**config.mk**
```make
export PLATFORM = sky130hd
export DESIGN_NAME = wb_queue
export DESIGN_NICKNAME = d
export VERILOG_FILES = /design/src/rtl/wb_queue.sv
export SDC_FILE = /design/constraint.sdc
export NUM_CORES = 1
export LEC_CHECK = 0
export BUFFER_PORTS_ARGS = -buffer_cell sky130_fd_sc_hd__buf_2
export CAP_MARGIN = 30
export CORE_MARGIN = 10
export CORE_UTILIZATION = 50
export CTS_CLUSTER_SIZE = 12
export DETAILED_ROUTE_END_ITERATION = 8
export PLACE_DENSITY = 0.7
export SYNTH_ARGS = -nofsm -noshare
export SYNTH_HDL_FRONTEND = slang
export SYNTH_SLANG_ARGS = --single-unit
```
**constraint.sdc**
```tcl
create_clock -name clk -period 6.64 [get_ports clk]
set_input_delay 1.66 -clock clk [delete_from_list [all_inputs] [get_ports clk]]
set_output_delay 1.66 -clock clk [all_outputs]
set_load 0.01 [all_outputs]
```
**src/rtl/wb_queue.sv**
```systemverilog
// Writeback queue: merges load/ALU results into an oldest-first FIFO and drains one regfile write per cycle
// (accept at edge N, write driven after N+1); rdy comes from registered occupancy, refused valids set sticky ovf.
module wb_queue #(
    parameter int DEPTH = 4,
    parameter int AW    = 6,
    parameter int DW    = 32
) (
    input  logic                     clk,
    input  logic                     rst_n,
    input  logic                     mem_valid,
    input  logic [AW-1:0]            mem_rd,
    input  logic [DW-1:0]            mem_data,
    output logic                     mem_rdy,
    input  logic                     alu_valid,
    input  logic [AW-1:0]            alu_rd,
    input  logic [DW-1:0]            alu_data,
    output logic                     alu_rdy,
    output logic                     rw,
    output logic [AW-1:0]            rdi,
    output logic [DW-1:0]            wd,
    input  logic [AW-1:0]            chk_rd,
    output logic                     hit,
    output logic [DW-1:0]            hit_data,
    output logic [$clog2(DEPTH):0]   count,
    output logic                     ovf
);
    localparam int PW = $clog2(DEPTH);
    localparam int CW = PW + 1;

    typedef struct packed {
        logic [AW-1:0] rd;
        logic [DW-1:0] data;
    } entry_t;

    entry_t        q [DEPTH];
    logic [PW-1:0] wptr;
    logic [PW-1:0] rptr;
    logic [PW-1:0] alu_idx;
    logic [CW-1:0] free;
    logic [CW-1:0] push_n;
    logic          mem_push;
    logic          alu_push;
    logic          pop;

    // Readiness deliberately ignores the same-cycle pop to keep rdy off the pop path.
    assign free     = CW'(DEPTH) - count;
    assign mem_rdy  = (free >= CW'(1));
    assign alu_rdy  = (free >= CW'(2)) | (mem_rdy & ~mem_valid);
    assign mem_push = mem_valid & mem_rdy;
    assign alu_push = alu_valid & alu_rdy;
    assign pop      = (count != '0);
    assign push_n   = CW'(mem_push) + CW'(alu_push);
    assign alu_idx  = wptr + PW'(mem_push);

    // Storage needs no reset: occupancy and pointers define which entries are live.
    always_ff @(posedge clk) begin
        if (mem_push) q[wptr]    <= '{rd: mem_rd, data: mem_data};
        if (alu_push) q[alu_idx] <= '{rd: alu_rd, data: alu_data};
    end

    always_ff @(posedge clk or negedge rst_n) begin
        if (!rst_n) begin
            wptr  <= '0;
            rptr  <= '0;
            count <= '0;
            rw    <= 1'b0;
            rdi   <= '0;
            wd    <= '0;
            ovf   <= 1'b0;
        end else begin
            wptr  <= wptr + push_n[PW-1:0];
            rptr  <= rptr + PW'(pop);
            count <= count + push_n - CW'(pop);
            rw    <= pop;
            if (pop) begin
                rdi <= q[rptr].rd;
                wd  <= q[rptr].data;
            end
            if ((mem_valid & ~mem_rdy) | (alu_valid & ~alu_rdy))
                ovf <= 1'b1;
        end
    end

    // Scan head to tail so later (younger) matches overwrite; output stage is oldest of all.
    always_comb begin
        logic [PW-1:0] idx;
        idx      = '0;
        hit      = rw && (rdi == chk_rd);
        hit_data = hit ? wd : '0;
        for (int i = 0; i < DEPTH; i++) begin
            idx = rptr + PW'(i);
            if ((CW'(i) < count) && (q[idx].rd == chk_rd)) begin
                hit      = 1'b1;
                hit_data = q[idx].data;
            end
        end
    end
endmodule

```
### Yosys cells after proc, flatten, opt, wreduce, memory -nomap -nowiden

Memories as Yosys holds them, arrays and structs flattened.
Index checks and enable logic that the tools add are counted.

| word-level totals | value |
|---|---|
| memories kept | 1 |
| output and inout port bits | 78 |
| input port bits | 86 |
| RAM bits | 152 |
| register bits | 47 |
| word-level logic and storage cells | 58 |

Memory list:

| name | words | bits a word | read ports | clocked after memory_dff | wr ports | line | RTL |
|---|---|---|---|---|---|---|---|
| q | 4 | 38 | 4 | 0 | 2 | 35 | `entry_t q [DEPTH];` |

| cells by class | value |
|---|---|
| muxes and demuxes | 13 |
| equal/unequal tests | 5 |
| add/subtract/negate cells | 10 |
| reduce and logical (&&, ||, !) cells | 6 |
| bitwise logic cells | 10 |
| $lt $le $gt $ge | 6 |

Operator list:

| cell | number |
|---|---|
| 32-bit 2-to-1 mux | 5 |
| 6-bit equality test | 5 |
| 1-bit 2-to-1 mux | 8 |
| 1-bit by 3-bit < comparator with 1-bit output, first input constant | 2 |
| 2-bit by 3-bit < comparator with 1-bit output, first input constant | 2 |
| 1-bit AND | 5 |
| 1-bit logical AND | 5 |
| 2-bit by 1-bit adder with 2-bit output | 2 |
| 2-bit adder, second input constant | 2 |
| 3-bit by 2-bit adder with 3-bit output | 1 |
| 3-bit by 1-bit greater-or-equal comparator with 1-bit output, second input constant | 1 |
| 3-bit by 2-bit greater-or-equal comparator with 1-bit output, second input constant | 1 |
| 1-bit inverter | 3 |
| 3-bit nonzero test | 1 |
| 3-bit by 1-bit subtractor with 3-bit output | 1 |
| 3-bit subtractor, first input constant | 1 |
| 1-bit by 1-bit adder with 2-bit output | 1 |
| 2-bit by 1-bit adder with 2-bit output, second input constant | 1 |
| 2-bit adder | 1 |
| 1-bit bitwise OR | 2 |

### Depth between registers and ports, before layout

Gate-level depths: netlist of the first run.

| depth | value |
|---|---|
| word-level depth | 8 |
| gate-level depth with buffers | 16 |
| mapped depth without buffers | 16 |

### Least setup slack after synthesis of the first run

No wires, ideal clock.

| timing | value |
|---|---|
| path type | input to output |
| start | input chk_rd[1] |
| end | output hit_data[10] |
| data arrival time | 3.624 ns |
| path slack | 1.356 ns |
| cell stages on the path | 10 |
| path buffers | 4 |
| path through | clkbuf_1 > nand3b_1 > mux2i_1 > o31ai_1 > clkbuf_1 > a211o_1 > buf_6 > clkbuf_1 > a311oi_1 > o221ai_1 |

| on the way | value |
|---|---|
| word-level cells in the longest chain between the ends | 7 |
| elaborated cells between the ends (all ways) | 15 |
| those cells by class | 5 x eq/ne; 5 x mux; 5 x reduce/logical |

Ends and longest elaborated chain:

| item | line | RTL |
|---|---|---|
| from (decl) | 21 | `input logic [AW-1:0] chk_rd,` |
| 6-bit equality test | 88 | `hit = rw && (rdi == chk_rd);` |
| 1-bit logical AND | 88 |  |
| 32-bit 2-to-1 mux | 89 | `hit_data = hit ? wd : '0;` |
| 32-bit 2-to-1 mux (3 in a row) | 92 | `if ((CW'(i) < count) && (q[idx].rd == chk_rd)) begin` |
| 32-bit 2-to-1 mux * | 92 |  |
| to (decl) | 23 | `output logic [DW-1:0] hit_data,` |

Every way passes the cells marked *; elsewhere a longest branch is shown, timed or not.

### Final worst setup path of the first run

| timing | value |
|---|---|
| start | input chk_rd[3] |
| end | output hit_data[19] |

Same word-level chain as after synthesis.

==> impl_table.tex, run 1 <==
\begin{tabular}{lr}
\hline
Metric & Value \\
\hline
\multicolumn{2}{l}{\textbf{Run status}} \\
Status & completed \\
\multicolumn{2}{l}{\textbf{Global routing}} \\
Antenna violations before repair & 6 \\
Vias in the first global route & 11800 \\
Global-route usage over all layers & about a quarter \\
First-pass GRT wire length & $\sim$67000 µm \\
Maximum number of pins on one net before global-route repair & between 100 and 150 \\
Overflow left after global routing & 0 \\
\multicolumn{2}{l}{\textbf{Worst setup path}} \\
Crit start category & primary input \\
Arrival time at the worst endpoint & about 4.3 ns \\
Highest-delay cell along the critical path & sky130\_fd\_sc\_hd\_\_nor4\_1 \\
Critical path start-end classification & in -> out \\
Crit path cell chain & buf\_2 -> xnor2\_1 -> nor4\_1 -> o2111a\_2 -> buf\_12 -> a311oi\_1 -> o221ai\_1 -> buf\_2 \\
Maximum net fanout on the critical path & 48 \\
Buf+Inv Stages, Crit Path & 3 \\
Nature of the critical path endpoint & primary output \\
Data required time at the worst endpoint & 4.98 ns \\
Crit-path max cell delay & 0.62 ns \\
Most prevalent standard cell on the critical path & sky130\_fd\_sc\_hd\_\_buf\_2 \\
Critical path's top delay family & compound AO/OA/AOI/OAI gates \\
\multicolumn{2}{l}{\textbf{Floorplanning}} \\
Ports & between 150 and 200 \\
Initial core utilization & approximately 50\% \\
Area enclosed by the die boundary & 0.0355 mm² \\
Rows & 61 \\
Horiz. Die Dim & 188 µm \\
Area of the core & $\sim$0.028 mm² \\
Die height & $\sim$190 µm \\
\multicolumn{2}{l}{\textbf{Timing}} \\
Accumulated negative setup slack & 0 ns \\
Unrepaired setup endpoints after global routing & no \\
Worst-case hold slack & between 0.4 and 0.5 ns \\
Tightest slew margin relative to the limit & approximately 36\% \\
Worst Clk Skew & around 0.015 ns \\
Setup violations, final & 0 \\
Number of hold violations in the final report & 0 \\
Tcrit/Tclk final & between 80\% and 90\% \\
Final worst path period need & roughly 6 ns \\
Least-Margin Pin Slew & 0.964 ns \\
Max Fclk & around 170 MHz \\
Final max-slew violation count & 0 \\
\multicolumn{2}{l}{\textbf{Yosys}} \\
Cells after Synth & 1303 \\
Share of the yosys chip area belonging to registers & around 40\% \\
Cell types with the highest counts after synthesis & 216 x sky130\_fd\_sc\_hd\_\_mux2\_2, 181 x sky130\_fd\_sc\_hd\_\_nand2\_1, 152 x sky130\_fd\_sc\_hd\_\_edfxtp\_1 \\
Yosys Warn Count & 0 \\
Most used flip-flop cell after synthesis & sky130\_fd\_sc\_hd\_\_edfxtp\_1 \\
Average cell area after synthesis & between 10 and 15 µm² \\
Most instantiated library cell after synthesis & sky130\_fd\_sc\_hd\_\_mux2\_2 \\
Biggest area contributors in the synthesized netlist & sky130\_fd\_sc\_hd\_\_edfxtp\_1 32\%, sky130\_fd\_sc\_hd\_\_mux2\_2 17\%, sky130\_fd\_sc\_hd\_\_mux2i\_1 8.5\%, sky130\_fd\_sc\_hd\_\_dfrtp\_1 8.3\%, sky130\_fd\_sc\_hd\_\_nand2\_1 4.8\% \\
Top cell type's share of synthesized area & 32.2\% \\
Post-synthesis sequential element count & around 200 \\
Net Count, Synth & about 1400 \\
Synth Cell Area & between 0.01 and 0.015 mm² \\
Async set or reset register ratio after synthesis & approximately a quarter \\
Library cell with the largest summed area after synthesis & sky130\_fd\_sc\_hd\_\_edfxtp\_1 \\
Number of synthesized flops with an enable pin & roughly 150 \\
Number of unique standard cell types used by synthesis & 44 \\
\multicolumn{2}{l}{\textbf{Final layout}} \\
Filler Cells Inserted & about 2400 \\
Fraction of final layout cells sized beyond drive strength 1 & about a third \\
Area of all placed cells without fillers & 0.0158 mm² \\
Signed area change from the synthesized netlist to the final layout & 11.7\% \\
Layout Nets & 1471 \\
\multicolumn{2}{l}{\textbf{Pwr}} \\
Ratio of total power to cell area & between 500 and 600 mW/mm² \\
Largest voltage drop on the vdd net & 0.337 mV \\
Lkg Pwr & $\sim$5.8 nW \\
\multicolumn{2}{l}{\textbf{Clocking}} \\
Total clock buffers created by CTS & 17 \\
Bufs on Longest Clock Path & 2 \\
Clock insertion delay at the later pin of the skew report & roughly 0.45 ns \\
Clock slew seen by the registers of the worst setup and hold paths & around 0.080 ns \\
Resize count post-CTS & 0 \\
H-tree levels & 4 \\
Root buffer cell & sky130\_fd\_sc\_hd\_\_clkbuf\_16 \\
\# clock sinks & 199 \\
Number of setup buffers added after CTS & 0 \\
TritonCTS clock tree & built \\
Hold bufs inserted after CTS & 0 \\
\multicolumn{2}{l}{\textbf{Route}} \\
Starting DRT DRC Count & approximately 1100 \\
Drt first pass iters & 5 \\
Via total after detailed routing & around 12000 \\
Total detailed-routing wirelength & between 40000 and 50000 µm \\
Average wire per cell in the routed design & about 24 µm \\
Post-detailed-route count of antenna-violating nets & 0 \\
Remaining DRCs & 0 \\
Post-DR vias/cell & about 6.6 \\
\multicolumn{2}{l}{\textbf{Place}} \\
Count of input and output buffers & roughly 160 \\
Global placement routability congestion & about 0.83 \\
Placed Area & around 0.015 mm² \\
Estimated wirelength of the detail-placed design & around 26000 µm \\
\multicolumn{2}{l}{\textbf{Run}} \\
Number of violations of the max-capacitance limit & 0 \\
\multicolumn{2}{l}{\textbf{Hold path}} \\
Hold Path Class & reg -> reg \\
\hline
\end{tabular}
-- cells by family (layout without fill, tap and decap cells) --
kind of cell / after synthesis / count (layout) / share of synthesized area (%)
muxes: 349 / 349 / 27.7
and+or+nand+nor: 273 / 273 / 8.55
AOI/OAI and AO/OA: 271 / 271 / 14.7
DFF: 199 / 199 / 40.5
buffers and inverters: 159 / 242 / 5.00
xor gates and xnor gates: 40 / 40 / 2.47
adders and majority gates: 12 / 12 / 1.11
other: 0 / 6 / 0
-- metrics by stage --
step / util (%) / cells / setup slack [ns] / total power [mW]
after floorplan: - / 1303 / 1.36 / 6.12
after global placement: 54.6 / 1730 / 0.905 / 7.57
after detailed placement: 54.6 / 1730 / 0.779 / 7.72
after CTS: 56.6 / 1762 / 0.590 / 8.79
after global routing: 56.9 / 1767 / 0.511 / 9.40
final: 56.9 / 1770 / 0.728 / 8.84
-- worst min-delay path: cells and delay by family, from the launching register on --
family             cells  cell delay [ns]
AOI/OAI and AO/OA      2             0.10
DFF                    1             0.35
-- metal layers --
metal | GRT usage [%] | up-vias | wire, µm
li1 | - | 5281 | -
met1 | 28.9 | 5703 | 16900
met2 | 40.5 | 671 | 21300
met3 | 5.26 | 85 | 3960
met4 | 7.57 | 2 | 845
met5 | 0 | - | 10
-- power breakdown --
| part | switching, mW | internal, mW | total [mW] |
|---|---|---|---|
| combinational | 3.13 | 1.99 | 5.12 |
| sequential | 0.491 | 2.16 | 2.66 |
| clock | 0.505 | 0.559 | 1.06 |
-- cell usage in the layout (no fill, tap or decap), types with 28 or more instances in the layout --
master,count
sky130_fd_sc_hd__a2111oi_0,64
sky130_fd_sc_hd__a311oi_1,54
sky130_fd_sc_hd__a31oi_1,32
sky130_fd_sc_hd__buf_2,163
sky130_fd_sc_hd__buf_4,28
sky130_fd_sc_hd__dfrtp_1,45
sky130_fd_sc_hd__edfxtp_1,152
sky130_fd_sc_hd__mux2_2,216
sky130_fd_sc_hd__mux2i_1,120
sky130_fd_sc_hd__nand2_1,179
sky130_fd_sc_hd__nand4_1,34
sky130_fd_sc_hd__nor3_1,33
sky130_fd_sc_hd__o21ai_0,68
sky130_fd_sc_hd__o221ai_1,32
sky130_fd_sc_hd__xnor2_1,30
-- path summary, 6_finish.rpt --
path / from / to / slack [ns] / cells after the start
worst max-delay path: chk_rd[3] / hit_data[19] / 0.73 / 8
worst min-delay path: ovf / ovf / 0.48 / 2
worst max register to register: count[0] / q[2][31] / 2.84 / 12
worst min register to register: ovf / ovf / 0.48 / 2
max in group asynchronous: rst_n / rptr[0] / 4.74 / 2
min in group asynchronous: rst_n / rdi[1] / 1.34 / 2
-- state kept, by name (all words and copies together) (netlist names) --
| signal | cells |
|---|---|
| wd | 32 |
| q | 152 |
| count | 3 |
| rptr | 2 |
| wptr | 2 |
| ovf | 1 |
| rdi | 6 |
| rw | 1 |
-- area by class of cell --
| cell class | count | area (µm²) | share of cell area [%] |
|---|---|---|---|
| Antenna cell | 6 | 15.0 | 0.0948 |
| Clock buffer | 18 | 429 | 2.71 |
| Clock inverter | 14 | 148 | 0.932 |
| Tap cell | 378 | 473 | 2.98 |
| Sequential cell | 199 | 5750 | 36.3 |
| Multi-Input combinational cell | 945 | 7860 | 49.6 |
| Inverter | 15 | 56.3 | 0.355 |
| Timing Repair Buffer | 195 | 1120 | 7.08 |
(Power assumes the default switching activity.)
==> inputs of run 2 (changes only) <==
--- a/config.mk
+++ b/config.mk
@@ -9,7 +9,6 @@
 export CAP_MARGIN = 30
 export CORE_MARGIN = 10
 export CORE_UTILIZATION = 50
-export CTS_CLUSTER_SIZE = 12
 export DETAILED_ROUTE_END_ITERATION = 8
 export PLACE_DENSITY = 0.7
 export SYNTH_ARGS = -nofsm -noshare
==> constraint.sdc (replaced) <==
create_clock -name clk -period 6.64 [get_ports clk]
set_input_delay 1.66 -clock clk [delete_from_list [all_inputs] [get_ports clk]]
set_output_delay 1.66 -clock clk [all_outputs]
set_load 0.05 [all_outputs]
==> impl_table.tex, run 2 (synthesis gave the netlist of run 1 again) <==
\begin{tabular}{lr}
\hline
Metric & Value \\
\hline
\multicolumn{2}{l}{\textbf{Floorplanning}} \\
Die height & around 190 µm \\
Initial core utilization & between 50 and 60\% \\
Ports & 164 \\
Area of the core & between 0.02 and 0.03 mm² \\
Rows & roughly 60 \\
Horiz. Die Dim & 188 µm \\
Area enclosed by the die boundary & about 0.036 mm² \\
\multicolumn{2}{l}{\textbf{Run}} \\
Number of violations of the max-capacitance limit & 0 \\
\multicolumn{2}{l}{\textbf{Clocking}} \\
Hold bufs inserted after CTS & 0 \\
Bufs on Longest Clock Path & 2 \\
Resize count post-CTS & 0 \\
Root buffer cell & sky130\_fd\_sc\_hd\_\_clkbuf\_16 \\
H-tree levels & 4 \\
TritonCTS clock tree & built \\
Clock insertion delay at the later pin of the skew report & 0.44 ns \\
\# clock sinks & approximately 200 \\
Clock slew seen by the registers of the worst setup and hold paths & 0.08 ns \\
Total clock buffers created by CTS & 17 \\
Number of setup buffers added after CTS & 0 \\
\multicolumn{2}{l}{\textbf{Timing}} \\
Final worst path period need & 5.99 ns \\
Max Fclk & approximately 170 MHz \\
Tcrit/Tclk final & between 90\% and 100\% \\
Worst Clk Skew & about 0.011 ns \\
Tightest slew margin relative to the limit & between 40\% and 50\% \\
Final max-slew violation count & 0 \\
Setup violations, final & 0 \\
Unrepaired setup endpoints after global routing & no \\
Accumulated negative setup slack & 0 ns \\
Number of hold violations in the final report & 0 \\
Least-Margin Pin Slew & 0.881 ns \\
\multicolumn{2}{l}{\textbf{Global routing}} \\
Global-route usage over all layers & between 20\% and 30\% \\
Overflow left after global routing & 0 \\
Vias in the first global route & about 12000 \\
Maximum number of pins on one net before global-route repair & slightly below 80 \\
First-pass GRT wire length & around 67000 µm \\
Antenna violations before repair & 4 \\
\multicolumn{2}{l}{\textbf{Final layout}} \\
Signed area change from the synthesized netlist to the final layout & 11.4\% \\
Most flops, register & q \\
Layout Nets & 1473 \\
Max FFs per register & 152 \\
Sequential cell area & roughly 0.0057 mm² \\
Biggest registers after layout & q: 152 flops, wd: 32 flops, rdi: 6 flops \\
Commonest cells after routing, fill and taps aside & 216 x sky130\_fd\_sc\_hd\_\_mux2\_2, 179 x sky130\_fd\_sc\_hd\_\_nand2\_1, 163 x sky130\_fd\_sc\_hd\_\_buf\_2 \\
Area of the multi-input gates & between 0.007 and 0.008 mm² \\
Most common cell after layout, fill and taps aside & sky130\_fd\_sc\_hd\_\_mux2\_2 \\
Filler Cells Inserted & 2399 \\
Fraction of final layout cells sized beyond drive strength 1 & a little over a third \\
\multicolumn{2}{l}{\textbf{Route}} \\
Total detailed-routing wirelength & between 40000 and 50000 µm \\
Drt first pass iters & 8 \\
Starting DRT DRC Count & around 1100 \\
Via total after detailed routing & 11800 \\
Remaining DRCs & 0 \\
Post-DR vias/cell & 6.68 \\
Post-detailed-route count of antenna-violating nets & 0 \\
Average wire per cell in the routed design & $\sim$25 µm \\
\multicolumn{2}{l}{\textbf{Place}} \\
Estimated wirelength of the detail-placed design & approximately 26000 µm \\
Global placement routability congestion & slightly above 0.8 \\
Count of input and output buffers & between 150 and 200 \\
\multicolumn{2}{l}{\textbf{Worst setup path}} \\
Nature of the critical path endpoint & primary output \\
Number of cells traversed by the worst register-to-register path & 12 \\
Maximum net fanout on the critical path & 36 \\
Critical path start-end classification & in -> out \\
Crit path launch & chk\_rd[3] \\
End point of the critical path & hit\_data[0] \\
Worst flop-to-flop path endpoint & q[2][14] \\
Launch point of the worst reg-to-reg path & count[0] \\
Data required time at the worst endpoint & around 5.0 ns \\
Arrival time at the worst endpoint & between 4 and 5 ns \\
Setup slack, reg-to-reg & $\sim$2.9 ns \\
Crit start category & primary input \\
\multicolumn{2}{l}{\textbf{Hold path}} \\
Hold Path Class & reg -> reg \\
\multicolumn{2}{l}{\textbf{Run status}} \\
Status & completed \\
\hline
\end{tabular}
==> run 2: cell types whose count changed in the layout (fill, tap and decap cells not counted), sizes merged <==
cell      previous run  this run
buf                195       197
bufinv               2         0
clkbuf              18        19
clkinvlp             4         3
diode                6         4
inv                 19        21
==> run 2: final cells by class <==
cell class	count	share of cell area, %
inverter	15	0.356
clock inverter	13	0.594
clock buffer	19	2.74
tap	378	2.99
sequential	199	36.4
timing repair buffer	197	7.19
multi-input combinational	945	49.7
antenna	4	0.0633
==> run 2: stage by stage <==
| step | area, µm² | setup slack [ns] | utilization (%) | hold WS [ns] | std cells |
|---|---|---|---|---|---|
| global placement | 15200 | 0.774 | 54.6 | 0.461 | 1732 |
| finish | 15800 | 0.650 | 56.7 | 0.489 | 1770 |
| detailed placement | 15200 | 0.702 | 54.7 | 0.472 | 1733 |
| global route | 15800 | 0.581 | 56.7 | 0.538 | 1767 |
| CTS | 15800 | 0.559 | 56.6 | 0.489 | 1765 |
| floorplan | 14200 | 0.757 | - | 0.473 | 1303 |
==> run 2: worst min-delay path by stage <==
| stage | from | cells past startpoint | slack, ns | to |
|---|---|---|---|---|
| floorplan | rptr[0] | 1 | 0.47 | rptr[0] |
| global placement | ovf | 2 | 0.46 | ovf |
| detailed placement | ovf | 2 | 0.47 | ovf |
| CTS | ovf | 2 | 0.49 | ovf |
| global route | ovf | 2 | 0.54 | ovf |
| finish | ovf | 2 | 0.49 | ovf |
==> run 2: metal layers <==
layer  share of wire, %  vias up  track usage, %
met5              0.077        -               0
met4                2.6        4            8.46
met3                9.1      106            5.21
met2                 48      650            39.9
met1                 40     5804            29.8
li1                   -     5262               -
==> run 2: worst max-delay path: stages <==
cell and delay [ns]:
sky130_fd_sc_hd__buf_2 0.17, sky130_fd_sc_hd__xnor2_1 0.15, sky130_fd_sc_hd__nor4_1 0.57, sky130_fd_sc_hd__o2111a_2 0.65, sky130_fd_sc_hd__buf_12 0.29, sky130_fd_sc_hd__a311oi_1 0.12, sky130_fd_sc_hd__o221ai_1 0.33, sky130_fd_sc_hd__buf_2 0.33
Power of run 2 is left out: the tool's default activity adds up to more than one toggle a clock period on the data nets, which glitch-free logic cannot reach.
